### src/rtl/obi_rr_arbiter_if.sv
// Bus bundle for obi_rr_arbiter.
// Core side: m_req/m_gnt address phase with packed per-master addr/we/be/wdata,
//            one-hot m_rvalid with broadcast m_rdata.
// Memory side: s_req/s_gnt address phase and s_rvalid/s_rdata responses.
// Status: outstanding (granted, not yet responded) and sticky protocol_err.
// Modport master is the arbiter's view, because it serves the cores and masters the
// memory port. Modport slave is the environment's view: the cores plus the memory.
interface obi_rr_arbiter_if #(
  parameter int unsigned NUM_MASTERS     = 2,
  parameter int unsigned ADDR_WIDTH      = 32,
  parameter int unsigned DATA_WIDTH      = 32,
  parameter int unsigned MAX_OUTSTANDING = 4
);
  localparam int unsigned BeWidth  = DATA_WIDTH / 8;
  localparam int unsigned CntWidth = $clog2(MAX_OUTSTANDING + 1);

  logic [NUM_MASTERS-1:0]            m_req;
  logic [NUM_MASTERS-1:0]            m_gnt;
  logic [NUM_MASTERS*ADDR_WIDTH-1:0] m_addr;
  logic [NUM_MASTERS-1:0]            m_we;
  logic [NUM_MASTERS*BeWidth-1:0]    m_be;
  logic [NUM_MASTERS*DATA_WIDTH-1:0] m_wdata;
  logic [NUM_MASTERS-1:0]            m_rvalid;
  logic [DATA_WIDTH-1:0]             m_rdata;

  logic                              s_req;
  logic                              s_gnt;
  logic [ADDR_WIDTH-1:0]             s_addr;
  logic                              s_we;
  logic [BeWidth-1:0]                s_be;
  logic [DATA_WIDTH-1:0]             s_wdata;
  logic                              s_rvalid;
  logic [DATA_WIDTH-1:0]             s_rdata;

  logic [CntWidth-1:0]               outstanding;
  logic                              protocol_err;

  modport master (
    input  m_req, m_addr, m_we, m_be, m_wdata, s_gnt, s_rvalid, s_rdata,
    output m_gnt, m_rvalid, m_rdata, s_req, s_addr, s_we, s_be, s_wdata,
    output outstanding, protocol_err
  );

  modport slave (
    output m_req, m_addr, m_we, m_be, m_wdata, s_gnt, s_rvalid, s_rdata,
    input  m_gnt, m_rvalid, m_rdata, s_req, s_addr, s_we, s_be, s_wdata,
    input  outstanding, protocol_err
  );
endinterface

### src/rtl/obi_rr_arbiter.sv
// Round-robin arbiter sharing one OBI-style memory port between NUM_MASTERS masters.
// Ports: clk, rst_n (async, active-low), bus (obi_rr_arbiter_if.master) carrying the
// per-master request/response bundle, the memory-side port and the status outputs.
// Address phase is combinational (zero added latency). An in-order ID FIFO remembers
// which master owns each outstanding transaction so responses can be routed back.
module obi_rr_arbiter #(
  parameter int unsigned NUM_MASTERS     = 2,
  parameter int unsigned ADDR_WIDTH      = 32,
  parameter int unsigned DATA_WIDTH      = 32,
  parameter int unsigned MAX_OUTSTANDING = 4
) (
  input  logic              clk,
  input  logic              rst_n,
  obi_rr_arbiter_if.master  bus
);
  localparam int unsigned IdxW = $clog2(NUM_MASTERS);
  localparam int unsigned CntW = $clog2(MAX_OUTSTANDING + 1);
  localparam int unsigned PtrW = (MAX_OUTSTANDING > 1) ? $clog2(MAX_OUTSTANDING) : 1;
  localparam int unsigned BeW  = DATA_WIDTH / 8;
  localparam logic [CntW-1:0] CntMax  = CntW'(MAX_OUTSTANDING);
  localparam logic [PtrW-1:0] PtrLast = PtrW'(MAX_OUTSTANDING - 1);

  logic [IdxW-1:0] last_q, last_d;
  logic            lock_q, lock_d;
  logic [IdxW-1:0] lock_idx_q, lock_idx_d;
  logic [IdxW-1:0] fifo_q [MAX_OUTSTANDING];
  logic [PtrW-1:0] wr_ptr_q, wr_ptr_d;
  logic [PtrW-1:0] rd_ptr_q, rd_ptr_d;
  logic [CntW-1:0] count_q, count_d;
  logic            err_q, err_d;

  logic [IdxW-1:0] rr_idx;
  logic [IdxW-1:0] cand_idx;
  logic            found;
  logic [IdxW-1:0] sel;
  logic            full;
  logic            hs;
  logic            pop;

  // First requester scanning upward from last_q+1, wrapping.
  always_comb begin
    rr_idx   = '0;
    cand_idx = '0;
    found    = 1'b0;
    for (int unsigned i = 1; i <= NUM_MASTERS; i++) begin
      cand_idx = IdxW'((32'(last_q) + i) % NUM_MASTERS);
      if (!found && bus.m_req[cand_idx]) begin
        rr_idx = cand_idx;
        found  = 1'b1;
      end
    end
  end

  assign sel  = lock_q ? lock_idx_q : rr_idx;
  assign full = (count_q == CntMax);

  // Gated by rst_n so the memory port sees no request while reset is held.
  assign bus.s_req   = rst_n & bus.m_req[sel] & ~full;
  assign bus.s_addr  = bus.m_addr[32'(sel)*ADDR_WIDTH +: ADDR_WIDTH];
  assign bus.s_we    = bus.m_we[sel];
  assign bus.s_be    = bus.m_be[32'(sel)*BeW +: BeW];
  assign bus.s_wdata = bus.m_wdata[32'(sel)*DATA_WIDTH +: DATA_WIDTH];

  assign hs  = bus.s_req & bus.s_gnt;
  assign pop = bus.s_rvalid & (count_q != '0);

  always_comb begin
    bus.m_gnt = '0;
    if (hs) bus.m_gnt[sel] = 1'b1;
  end

  always_comb begin
    bus.m_rvalid = '0;
    if (pop) bus.m_rvalid[fifo_q[rd_ptr_q]] = 1'b1;
  end

  assign bus.m_rdata      = bus.s_rdata;
  assign bus.outstanding  = count_q;
  assign bus.protocol_err = err_q;

  always_comb begin
    last_d     = last_q;
    lock_d     = lock_q;
    lock_idx_d = lock_idx_q;
    wr_ptr_d   = wr_ptr_q;
    rd_ptr_d   = rd_ptr_q;
    count_d    = count_q;
    err_d      = err_q;

    if (hs) begin
      last_d   = sel;
      lock_d   = 1'b0;
      wr_ptr_d = (wr_ptr_q == PtrLast) ? '0 : wr_ptr_q + 1'b1;
    end else if (bus.s_req) begin
      // Stalled request: pin the selection until the slave accepts it.
      lock_d     = 1'b1;
      lock_idx_d = sel;
    end

    if (pop) rd_ptr_d = (rd_ptr_q == PtrLast) ? '0 : rd_ptr_q + 1'b1;

    if (hs && !pop)      count_d = count_q + 1'b1;
    else if (pop && !hs) count_d = count_q - 1'b1;

    if (bus.s_rvalid && (count_q == '0)) err_d = 1'b1;
  end

  always_ff @(posedge clk or negedge rst_n) begin
    if (!rst_n) begin
      last_q     <= IdxW'(NUM_MASTERS - 1);
      lock_q     <= 1'b0;
      lock_idx_q <= '0;
      wr_ptr_q   <= '0;
      rd_ptr_q   <= '0;
      count_q    <= '0;
      err_q      <= 1'b0;
      for (int i = 0; i < int'(MAX_OUTSTANDING); i++) fifo_q[i] <= '0;
    end else begin
      last_q     <= last_d;
      lock_q     <= lock_d;
      lock_idx_q <= lock_idx_d;
      wr_ptr_q   <= wr_ptr_d;
      rd_ptr_q   <= rd_ptr_d;
      count_q    <= count_d;
      err_q      <= err_d;
      if (hs) fifo_q[wr_ptr_q] <= sel;
    end
  end
endmodule

### src/flat_wrapper.sv
// flat-port wrapper written by rule: the top's interface ports become plain ports
module obi_rr_arbiter_flat 
#(
  parameter int unsigned NUM_MASTERS     = 2,
  parameter int unsigned ADDR_WIDTH      = 32,
  parameter int unsigned DATA_WIDTH      = 32,
  parameter int unsigned MAX_OUTSTANDING = 4
)
  (clk, rst_n, bus_m_req, bus_m_addr, bus_m_we, bus_m_be, bus_m_wdata, bus_s_gnt, bus_s_rvalid, bus_s_rdata, bus_m_gnt, bus_m_rvalid, bus_m_rdata, bus_s_req, bus_s_addr, bus_s_we, bus_s_be, bus_s_wdata, bus_outstanding, bus_protocol_err);
  obi_rr_arbiter_if #(.NUM_MASTERS(NUM_MASTERS), .ADDR_WIDTH(ADDR_WIDTH), .DATA_WIDTH(DATA_WIDTH), .MAX_OUTSTANDING(MAX_OUTSTANDING)) bus_i ();
  input  logic clk;
  input  logic rst_n;
  input wire logic [$bits(bus_i.m_req)-1:0] bus_m_req;
  input wire logic [$bits(bus_i.m_addr)-1:0] bus_m_addr;
  input wire logic [$bits(bus_i.m_we)-1:0] bus_m_we;
  input wire logic [$bits(bus_i.m_be)-1:0] bus_m_be;
  input wire logic [$bits(bus_i.m_wdata)-1:0] bus_m_wdata;
  input wire logic [$bits(bus_i.s_gnt)-1:0] bus_s_gnt;
  input wire logic [$bits(bus_i.s_rvalid)-1:0] bus_s_rvalid;
  input wire logic [$bits(bus_i.s_rdata)-1:0] bus_s_rdata;
  output wire logic [$bits(bus_i.m_gnt)-1:0] bus_m_gnt;
  output wire logic [$bits(bus_i.m_rvalid)-1:0] bus_m_rvalid;
  output wire logic [$bits(bus_i.m_rdata)-1:0] bus_m_rdata;
  output wire logic [$bits(bus_i.s_req)-1:0] bus_s_req;
  output wire logic [$bits(bus_i.s_addr)-1:0] bus_s_addr;
  output wire logic [$bits(bus_i.s_we)-1:0] bus_s_we;
  output wire logic [$bits(bus_i.s_be)-1:0] bus_s_be;
  output wire logic [$bits(bus_i.s_wdata)-1:0] bus_s_wdata;
  output wire logic [$bits(bus_i.outstanding)-1:0] bus_outstanding;
  output wire logic [$bits(bus_i.protocol_err)-1:0] bus_protocol_err;
  assign bus_i.m_req = bus_m_req;
  assign bus_i.m_addr = bus_m_addr;
  assign bus_i.m_we = bus_m_we;
  assign bus_i.m_be = bus_m_be;
  assign bus_i.m_wdata = bus_m_wdata;
  assign bus_i.s_gnt = bus_s_gnt;
  assign bus_i.s_rvalid = bus_s_rvalid;
  assign bus_i.s_rdata = bus_s_rdata;
  assign bus_m_gnt = bus_i.m_gnt;
  assign bus_m_rvalid = bus_i.m_rvalid;
  assign bus_m_rdata = bus_i.m_rdata;
  assign bus_s_req = bus_i.s_req;
  assign bus_s_addr = bus_i.s_addr;
  assign bus_s_we = bus_i.s_we;
  assign bus_s_be = bus_i.s_be;
  assign bus_s_wdata = bus_i.s_wdata;
  assign bus_outstanding = bus_i.outstanding;
  assign bus_protocol_err = bus_i.protocol_err;
  obi_rr_arbiter #(.NUM_MASTERS(NUM_MASTERS), .ADDR_WIDTH(ADDR_WIDTH), .DATA_WIDTH(DATA_WIDTH), .MAX_OUTSTANDING(MAX_OUTSTANDING)) u_core (.clk(clk), .rst_n(rst_n), .bus(bus_i));
endmodule
### config.mk
export PLATFORM = sky130hd
export DESIGN_NAME = obi_rr_arbiter_flat
export DESIGN_NICKNAME = d
export VERILOG_FILES = /design/src/rtl/obi_rr_arbiter_if.sv /design/src/rtl/obi_rr_arbiter.sv /design/src/flat_wrapper.sv
export SDC_FILE = /design/constraint.sdc
export NUM_CORES = 1
export LEC_CHECK = 0
export ABC_AREA = 1
export CAP_MARGIN = 40
export CORE_AREA = 2 2 110 112
export CTS_BUF_LIST = sky130_fd_sc_hd__clkbuf_4 sky130_fd_sc_hd__clkbuf_8
export DETAILED_ROUTE_END_ITERATION = 8
export DIE_AREA = 0 0 112 114
export PLACE_DENSITY = 0.67
export SLEW_MARGIN = 20
export SYNTH_ARGS = -nofsm -noshare
export SYNTH_HDL_FRONTEND = slang
export SYNTH_SLANG_ARGS = --single-unit
### constraint.sdc
create_clock -name clk -period 2.6 [get_ports clk]
set_input_delay 0.26 -clock clk [delete_from_list [all_inputs] [get_ports clk]]
set_output_delay 0.26 -clock clk [all_outputs]
set_load 0.03 [all_outputs]
# Word-level counts from Yosys, hierarchy flattened

Cells that the tools add are included.

Add/sub/neg operators: 6
Order comparisons: 9
Equal/unequal tests: 3
Shift operators: 3
Mux-type cells: 30
Bitwise logic cells: 8
Reduce and logical (&&, ||, !) cells: 15

Operators with widths:

| cell                                                                         | count |
|---|---|
| 64-bit by 7-bit variable part select with 32-bit output                      | 2 |
| 1-bit 2-to-1 mux                                                             | 19 |
| 1-bit by 2-bit less-than comparator with 1-bit output, second input constant | 4 |
| 2-bit 2-to-1 mux                                                             | 4 |
| 8-bit by 4-bit variable part select with 4-bit output                        | 1 |
| 1-bit logical AND                                                            | 7 |
| 3-bit >= comparator, second input constant                                   | 2 |
| 3-bit 2-to-1 mux                                                             | 2 |
| 2-bit inverter with 3-bit output                                             | 2 |
| 2-bit by 1-bit adder with 2-bit output, second input constant                | 2 |
| 1-bit AND                                                                    | 4 |
| 4-bit bitwise mux                                                            | 1 |
| 2-bit equality test, second input constant                                   | 2 |
| 2-bit nonzero test                                                           | 2 |
| 3-bit by 1-bit adder with 3-bit output, second input constant                | 1 |
| 3-bit equality test, second input constant                                   | 1 |
| 1-bit zero test                                                              | 3 |
| 3-bit zero test                                                              | 1 |
| 3-bit by 1-bit less-than comparator with 1-bit output, second input constant | 1 |
| 3-bit nonzero test                                                           | 1 |
| 3-bit by 1-bit subtractor with 3-bit output, second input constant           | 1 |
| 1-bit adder, second input constant                                           | 2 |
| 1-bit binary-select mux with 2-bit select                                    | 1 |
| 1-bit demux with 1-bit select                                                | 2 |
| other kinds (4)                                                              | 6 |

Register bits after elaboration: 15
Input bits: 176
Output and inout bits: 110
Logic and storage cells: 85

# Logic depth before layout (Yosys ltp)

Gate-level depths: netlist of the first run.

Depth after elaboration: 17
Depth in mapped cells: 13
Depth with buffers taken out: 12

# Least setup slack after synthesis of the first run

No wires, ideal clock.

Kind: reg2reg
Start point: register u_core.count_q[1], in the netlist u_core.bus.outstanding[1]
End point: register u_core.count_q[2], in the netlist u_core.bus.outstanding[2]
Library setup time: 0.131 ns
Arrival time: 2.179 ns
Setup slack: 0.290 ns
Cell stages (with the launch flop): 14
Buffers on the path: 1
Clock period less this slack: 2.310 ns
Path through: dfrtp_1 inv_1 nand2_2 nor2_2 nor2_4 nand2_4 nor2_4 buf_6 ha_1 inv_1 fa_1 a21oi_1 o21ai_0 xor2_1

Word-level cells in the longest chain between the ends: 7

Ends and longest elaborated chain:

| element                      | line                  | text |
|---|---|---|
| start: declaration           | obi_rr_arbiter.sv:29  | `logic [CntW-1:0] count_q, count_d;` |
| start signal: assignment     | obi_rr_arbiter.sv:124 | `count_q <= count_d;` |
| 3-bit equality test (*)      | obi_rr_arbiter.sv:55  | `assign full = (count_q == CntMax);` |
| 1-bit inverter (*)           | obi_rr_arbiter.sv:58  | `assign bus.s_req = rst_n & bus.m_req[sel] & ~full;` |
| 1-bit AND (*)                | obi_rr_arbiter.sv:58  |  |
| 1-bit AND (*)                | obi_rr_arbiter.sv:64  | `assign hs = bus.s_req & bus.s_gnt;` |
| named net u_core.hs          | obi_rr_arbiter.sv:37  | `logic hs;` |
| 1-bit zero test              | obi_rr_arbiter.sv:103 | `else if (pop && !hs) count_d = count_q - 1'b1;` |
| 1-bit logical AND            | obi_rr_arbiter.sv:103 |  |
| 2-bit nonzero test (no line) | -                     |  |

Mark *: on every way through the listed nets, which the timed path passes. The rest lies on a longest branch. The select of a mux whose other input is x is not followed.
A chain may end at the register's enable or synchronous reset.

# Worst setup path in the final report of the first run

Start point: register u_core.count_q[0], in the netlist u_core.bus.outstanding[0]
End point: output bus_m_rvalid[1]

Word-level cells in the longest chain between the ends: 3

Ends and longest elaborated chain:

| element            | line                 | text |
|---|---|---|
| 3-bit nonzero test | obi_rr_arbiter.sv:65 | `assign pop = bus.s_rvalid & (count_q != '0);` |
| 1-bit AND          | obi_rr_arbiter.sv:65 |  |
| 2-bit 2-to-1 mux   | obi_rr_arbiter.sv:74 | `if (pop) bus.m_rvalid[fifo_q[rd_ptr_q]] = 1'b1;` |
| end: declaration   | flat_wrapper.sv:22   | `output wire logic [$bits(bus_i.m_rvalid)-1:0] bus_m_rvalid;` |

Every way passes these cells.

==> results of run 1 <==
[area by class of cell]
class	count	area share, %
multi-input combinational	275	29.6
inverter	17	1.54
tap	147	4.45
clock buffer	3	0.998
sequential	15	9.10
timing repair buffer	227	54.2
clock inverter	1	0.121
[logic make-up after synthesis]
group / count (synthesis) / synth area share [%]
xor gates and xnor gates: 2 / 0.875
buffers and inverters: 65 / 20.2
and+or+nand+nor: 252 / 51.4
AOI/OAI and AO/OA: 14 / 4.00
DFF: 15 / 18.8
adders and majority gates: 7 / 4.75
[final timing paths]
kind / from / endpoint / slack, ns / depth (start not counted)
setup reg to reg: u_core.bus.outstanding[0]$_DFFE_PN0P_ / u_core.bus.outstanding[2]$_DFFE_PN0P_ / 0.47 / 9
hold reg to reg: u_core.last_q$_DFFE_PN1P_ / u_core.last_q$_DFFE_PN1P_ / 0.46 / 2
setup / recovery: u_core.bus.outstanding[0]$_DFFE_PN0P_ / bus_m_rvalid[1] / 0.20 / 6
min in group clk: u_core.last_q$_DFFE_PN1P_ / u_core.last_q$_DFFE_PN1P_ / 0.46 / 2
max in group asynchronous: rst_n / u_core.last_q$_DFFE_PN1P_ / 2.00 / 2
hold / removal: rst_n / u_core.lock_q$_DFFE_PN0P_ / 0.36 / 2
[routing by layer]
metal  GRT usage [%]  up-vias  routed length [um]
met3            5.84       17                1100
met1            14.4     1170                3360
met2            20.2      134                4110
li1                -     1404                   -
met4            2.68        2                  94
met5               0        -                  13
[layout by cell type (no fill, tap or decap)]
cell	Yosys	final
o21ai_1	1	1
inv_2	3	3
clkbuf_8	0	3
nor2_1	7	7
nand2_1	226	225
xor2_1	1	1
fa_1	1	1
o22ai_1	1	1
xnor2_1	1	1
a21oi_1	3	3
inv_1	14	14
o21ai_0	7	7
dfstp_2	1	1
buf_4	39	64
dfrtp_1	14	14
nand2_4	1	1
nor2_2	1	1
nand4_1	4	4
nand3_1	2	2
nand3_2	6	6
buf_12	0	13
clkdlybuf4s50_1	0	150
nand2_2	2	3
and2_1	1	1
nor2_4	2	2
clkinv_2	0	1
a41o_1	1	1
o21ai_2	1	1
ha_1	6	6
[worst reg2reg max path, stage by stage (launching register included)]
cell     delay, ns
dfrtp_1       0.44
inv_2         0.09
nand2_2       0.06
o21ai_0       0.35
ha_1          0.23
inv_1         0.07
fa_1          0.37
a21oi_1       0.14
o21ai_0       0.10
xor2_1        0.15
[stage by stage]
stage / setup slack [ns] / utilization, %
after global placement: 0.234 / 34.9
after floorplan: 0.290 / -
final: 0.197 / 35.3
after detailed placement: 0.192 / 34.9
after global routing: 0.0309 / 35.3
after CTS: 0.153 / 35.3
[report_power, final]
| part | switching (mW) | internal (mW) | total, mW |
|---|---|---|---|
| Clock | 0.0902 | 0.106 | 0.197 |
| Sequential | 0.0936 | 0.349 | 0.443 |
| Combinational | 2.39 | 1.53 | 3.92 |
| Total | 2.58 | 1.98 | 4.56 |
[state kept, by name, summed over array words and instances, names as in the netlist]
name,count
u_core.lock_idx_q,1
u_core.lock_q,1
u_core.last_q,1
u_core.bus.protocol_err,1
u_core.rd_ptr_q,2
u_core.fifo_q,4
u_core.wr_ptr_q,2
u_core.bus.outstanding,3
==> qor.csv, run 1 <==
stage;metric;value;unit
outcome;status;complete, no violations;
min_path;hp-class;in2async;
detailed_routing;route.detailed.drc;0;
power_and_ir_drop;cellPowerDensity;1100;mW/mm^2
finish;final_nets;722;
detailed_routing;viasPerCell;3.98;
placement;port_buffers;221;
floorplanning;die-area;0.0128;mm^2
floorplanning;initial_utilization;17.1;%
detailed_routing;vias;2727;
setup_path;max_stage_delay;0.60;ns
timing;maxSlewHeadroom;68.1;%
yosys;netlist.area_leader.share;42.4;%
grt;first_global_vias;2482;
yosys;synth_nets;538;
floorplanning;coreArea;0.0117;mm^2
flow_run;max_cap_viol_count;0;
yosys;synth-edff-count;0;
clock_tree;cts-htree-levels;1;
detailed_routing;totalWireLength;8680;um
detailed_routing;drt_iter0_drc;78;
finish;instances_no_fill;685;
floorplanning;io-pin-count;286;
timing;final_hold_viol_count;0;
finish;nFillCells;1225;
floorplanning;core.rowCount;40;
timing;worstMarginPinSlew;0.478;ns
timing;period_needed;2.40;ns
finish;n_antenna_cell;0;
yosys;synth_ff_type;dfrtp_1;
clock_tree;clock_sinks;15;
setup_path;worstSetupStartpointType;flop;
timing;max_freq;0.416;GHz
yosys;netlist_top_cells_count;226 x nand2_1, 39 x buf_4, 14 x dfrtp_1, 14 x inv_1;
setup_path;critical_path_buf_inv_count;3;
timing;setup_violations;0;
timing;fin_tns_setup;0;ns
yosys;synth.cell_area;0.00200;mm^2
grt;grt_max_degree;53;
clock_tree;root_buffer;clkbuf_8;
clock_tree;cts_tree;yes;
clock_tree;cts_resized;0;
yosys;synth_seq_cells;15;
setup_path;critPathTopFamily;buffers and inverters;
setup_path;crit_chain;inv_2 > nand2_2 > o21ai_0 > inv_1 > and2_1 > clkdlybuf4s50_1;
yosys;yosysSeqAreaShare;18.8;%
setup_path;end_kind;primary output;
setup_path;path_max_fanout;5;
detailed_routing;detail_route.wl_per_cell;12.7;um
grt;grt_pass1_wl;12600;um
placement;globalplace.congestion;0.805;
setup_path;crit_arrival;2.14;ns
clock_tree;clock_latency;0.25;ns
timing;whs;0.355;ns
finish;multi_input_area;0.00122;mm^2
placement;hpwlAfterDp;7190;um
clock_tree;cts_hold_buffers;0;
finish;drive_above_1_share;18.4;%
finish;area_growth;107;%
yosys;yosys.area.top_type;nand2_1;
power_and_ir_drop;p_leak;2.10;nW
timing;rsz0062_at_grt;false;
yosys;synthTopCellsByArea;nand2_1 42%, dfrtp_1 18%, buf_4 15%;
floorplanning;die_w;112;um
yosys;synthCells;355;
clock_tree;clockBufferDepth;2;
grt;grt_usage;12.2;%
finish;stdcell_area;0.00414;mm^2
power_and_ir_drop;peakVddDrop;0.640;mV
yosys;avgSynthCellArea;5.64;um^2
yosys;synthArstFlopShare;100;%
power_and_ir_drop;power.total;4.56;mW
placement;place_inst;681;
timing;finalClockSkew;0.00259;ns
grt;antenna_found_initial;1;
detailed_routing;ant_nets;0;
yosys;synthDistinctLibCells;28;
clock_tree;cts.clk_slew.worst_paths;0.07;ns
grt;overflow;0;
finish;ff_latch_area;377;um^2
yosys;yosysWarnings;0;
clock_tree;cts_setup_buffers;0;
setup_path;crit_slowest_cell;clkdlybuf4s50_1;
setup_path;worstPathRequired;2.34;ns
setup_path;worstSetupPathType;reg2out;
clock_tree;cts_buffers;3;
floorplanning;die_y;114;um
detailed_routing;first_pass_iters;4;
timing;final_max_slew_viol_count;0;
placement;placement.cell_area;0.00409;mm^2
yosys;yosysMostFrequentCell;nand2_1;
timing;period_share;92.4;%
Power figures use the tool's default switching activity.
==> run 2: changes to the inputs <==
--- a/config.mk
+++ b/config.mk
@@ -6,12 +6,12 @@
 export NUM_CORES = 1
 export LEC_CHECK = 0
 export ABC_AREA = 1
-export CAP_MARGIN = 40
 export CORE_AREA = 2 2 110 112
 export CTS_BUF_LIST = sky130_fd_sc_hd__clkbuf_4 sky130_fd_sc_hd__clkbuf_8
 export DETAILED_ROUTE_END_ITERATION = 8
 export DIE_AREA = 0 0 112 114
 export PLACE_DENSITY = 0.67
+export SETUP_SLACK_MARGIN = 0.05
 export SLEW_MARGIN = 20
 export SYNTH_ARGS = -nofsm -noshare
 export SYNTH_HDL_FRONTEND = slang
==> run 2 against run 1 <==
  * Setup slack better by 0.14 ns
  * Critical path type unchanged
  * Routed wire length hardly changed
  * First-iteration DRC count is 2.6% lower
  * Total power hardly changed
  * Via count is 0.29% higher
  * Largest power group unchanged
  * Largest cell class unchanged
==> qor.csv, run 2 (same netlist as run 1, synthesis figures left out) <==
stage;metric;value;unit;change
timing;final_max_slew_viol_count;0;;unchanged
finish;largest_reg_flops;4;;unchanged
power_and_ir_drop;p_leak;2.10;nW;about the same
setup_path;reg2reg_from;u_core.bus.outstanding[0]$_DFFE_PN0P_;;unchanged
clock_tree;root_buffer;clkbuf_8;;unchanged
placement;port_buffers;221;;unchanged
placement;placement.cell_area;0.00409;mm^2;unchanged
timing;whs;0.355;ns;about the same
setup_path;startpoint;u_core.bus.outstanding[0]$_DFFE_PN0P_;;unchanged
floorplanning;die-area;0.0128;mm^2;unchanged
timing;worstMarginPinSlew;0.478;ns;about the same
grt;grt_max_degree;53;;unchanged
setup_path;setup.worst_path.end;bus_m_rvalid[1];;unchanged
finish;final_cell_mix;225 x nand2_1, 150 x clkdlybuf4s50_1, 64 x buf_4;;unchanged
setup_path;worstPathRequired;2.34;ns;about the same
grt;first_global_vias;2482;;unchanged
timing;period_share;87.2;%;was 92.4%
power_and_ir_drop;power.total;4.56;mW;about the same
clock_tree;cts.clk_slew.worst_paths;0.07;ns;about the same
setup_path;worstSetupPathType;reg2out;;unchanged
clock_tree;clock_sinks;15;;unchanged
timing;max_freq;0.441;GHz;was 0.416 GHz
floorplanning;coreArea;0.0117;mm^2;unchanged
timing;final_hold_viol_count;0;;unchanged
placement;hpwlAfterDp;7190;um;unchanged
detailed_routing;viasPerCell;3.99;;was 3.98
outcome;status;complete, no violations;;unchanged
floorplanning;die_y;114;um;unchanged
grt;grt_usage;12.2;%;unchanged
setup_path;rr_endpoint;u_core.bus.outstanding[2]$_DFFE_PN0P_;;unchanged
floorplanning;io-pin-count;286;;unchanged
clock_tree;clockBufferDepth;2;;unchanged
timing;finalClockSkew;0.00259;ns;unchanged
setup_path;path_max_fanout;5;;unchanged
placement;globalplace.congestion;0.805;;unchanged
grt;antenna_found_initial;1;;unchanged
setup_path;ff2ff_setup_slack;0.50;ns;was 0.47 ns
finish;area_growth;107;%;unchanged
min_path;hp-class;in2async;;unchanged
detailed_routing;ant_nets;0;;unchanged
clock_tree;cts_resized;0;;unchanged
finish;drive_above_1_share;18.4;%;unchanged
flow_run;max_cap_viol_count;0;;unchanged
setup_path;end_kind;primary output;;unchanged
floorplanning;initial_utilization;17.1;%;unchanged
timing;fin_tns_setup;0;ns;unchanged
timing;period_needed;2.27;ns;was 2.40 ns
timing;maxSlewHeadroom;68.2;%;was 68.1%
detailed_routing;first_pass_iters;4;;unchanged
clock_tree;cts_setup_buffers;0;;unchanged
grt;grt_pass1_wl;12600;um;unchanged
finish;final_nets;722;;unchanged
power_and_ir_drop;cellPowerDensity;1100;mW/mm^2;about the same
clock_tree;clock_latency;0.25;ns;about the same
clock_tree;cts_buffers;3;;unchanged
grt;overflow;0;;unchanged
timing;rsz0062_at_grt;false;;unchanged
clock_tree;cts_tree;yes;;unchanged
detailed_routing;vias;2735;;was 2727
timing;setup_violations;0;;unchanged
finish;n_antenna_cell;0;;unchanged
finish;final_common_cell;nand2_1;;unchanged
detailed_routing;route.detailed.drc;0;;unchanged
setup_path;crit_arrival;2.01;ns;was 2.14 ns
setup_path;worstSetupStartpointType;flop;;unchanged
floorplanning;die_w;112;um;unchanged
power_and_ir_drop;peakVddDrop;0.640;mV;about the same
detailed_routing;drt_iter0_drc;76;;was 78
finish;stdcell_area;0.00414;mm^2;unchanged
detailed_routing;totalWireLength;8690;um;was 8680 um
clock_tree;cts_hold_buffers;0;;unchanged
detailed_routing;detail_route.wl_per_cell;12.7;um;about the same
floorplanning;core.rowCount;40;;unchanged
clock_tree;cts-htree-levels;1;;unchanged
setup_path;reg2reg_depth;12;;was 9
finish;largest_register;u_core.fifo_q;;unchanged
-- run 2: worst min-delay path by stage --
stage	endpoint	slack, ns	cells after the start
4_1_cts	u_core.lock_idx_q$_DFFE_PN0P_	0.36	2
3_5_place_dp	u_core.last_q$_DFFE_PN1P_	0.46	2
3_3_place_gp	u_core.last_q$_DFFE_PN1P_	0.45	2
6_report	u_core.lock_q$_DFFE_PN0P_	0.36	2
5_1_grt	u_core.lock_idx_q$_DFFE_PN0P_	0.39	2
2_1_floorplan	u_core.bus.outstanding[0]$_DFFE_PN0P_	-0.04	0
-- run 2: final cells by class --
cell class              instances  area (um^2)
multi-input cells             275         1220
clock buffers                   3         41.3
fillers                      1225         7570
inverters                      17         63.8
repair buffers                227         2240
clock inverters                 1         5.00
flip-flops and latches         15          377
well taps                     147          184
-- run 2: metrics by stage --
stage               util, %  cells  worst slack, ns
global route           35.3    685            0.198
global placement       34.9    681            0.234
detailed placement     34.9    681            0.192
floorplan                 -    355            0.290
CTS                    35.3    685            0.153
finish                 35.3    685            0.333
-- run 2: critical path, cell delays in order (launching register included) --
cell and delay (ns):
dfrtp_1 0.44, inv_2 0.09, nand2_2 0.06, o21ai_1 0.25, inv_1 0.14, and2_1 0.18, clkdlybuf4s50_1 0.60
-- run 2: report_power, final --
group          switching (mW)  internal, mW  total (mW)  leakage [nW]
Clock                  0.0902         0.106       0.197        0.0255
Combinational            2.39          1.53        3.92          1.90
Sequential             0.0940         0.349       0.443         0.180
Total                    2.58          1.98        4.56          2.10
-- run 2: layer usage --
metal / vias up / GRT usage (%) / share of wire [%]
met1: 1176 / 14.4 / 39
met4: 2 / 2.68 / 1.1
met3: 17 / 5.84 / 13
met2: 136 / 20.2 / 47
li1: 1404 / - / -
met5: - / 0 / 0.15
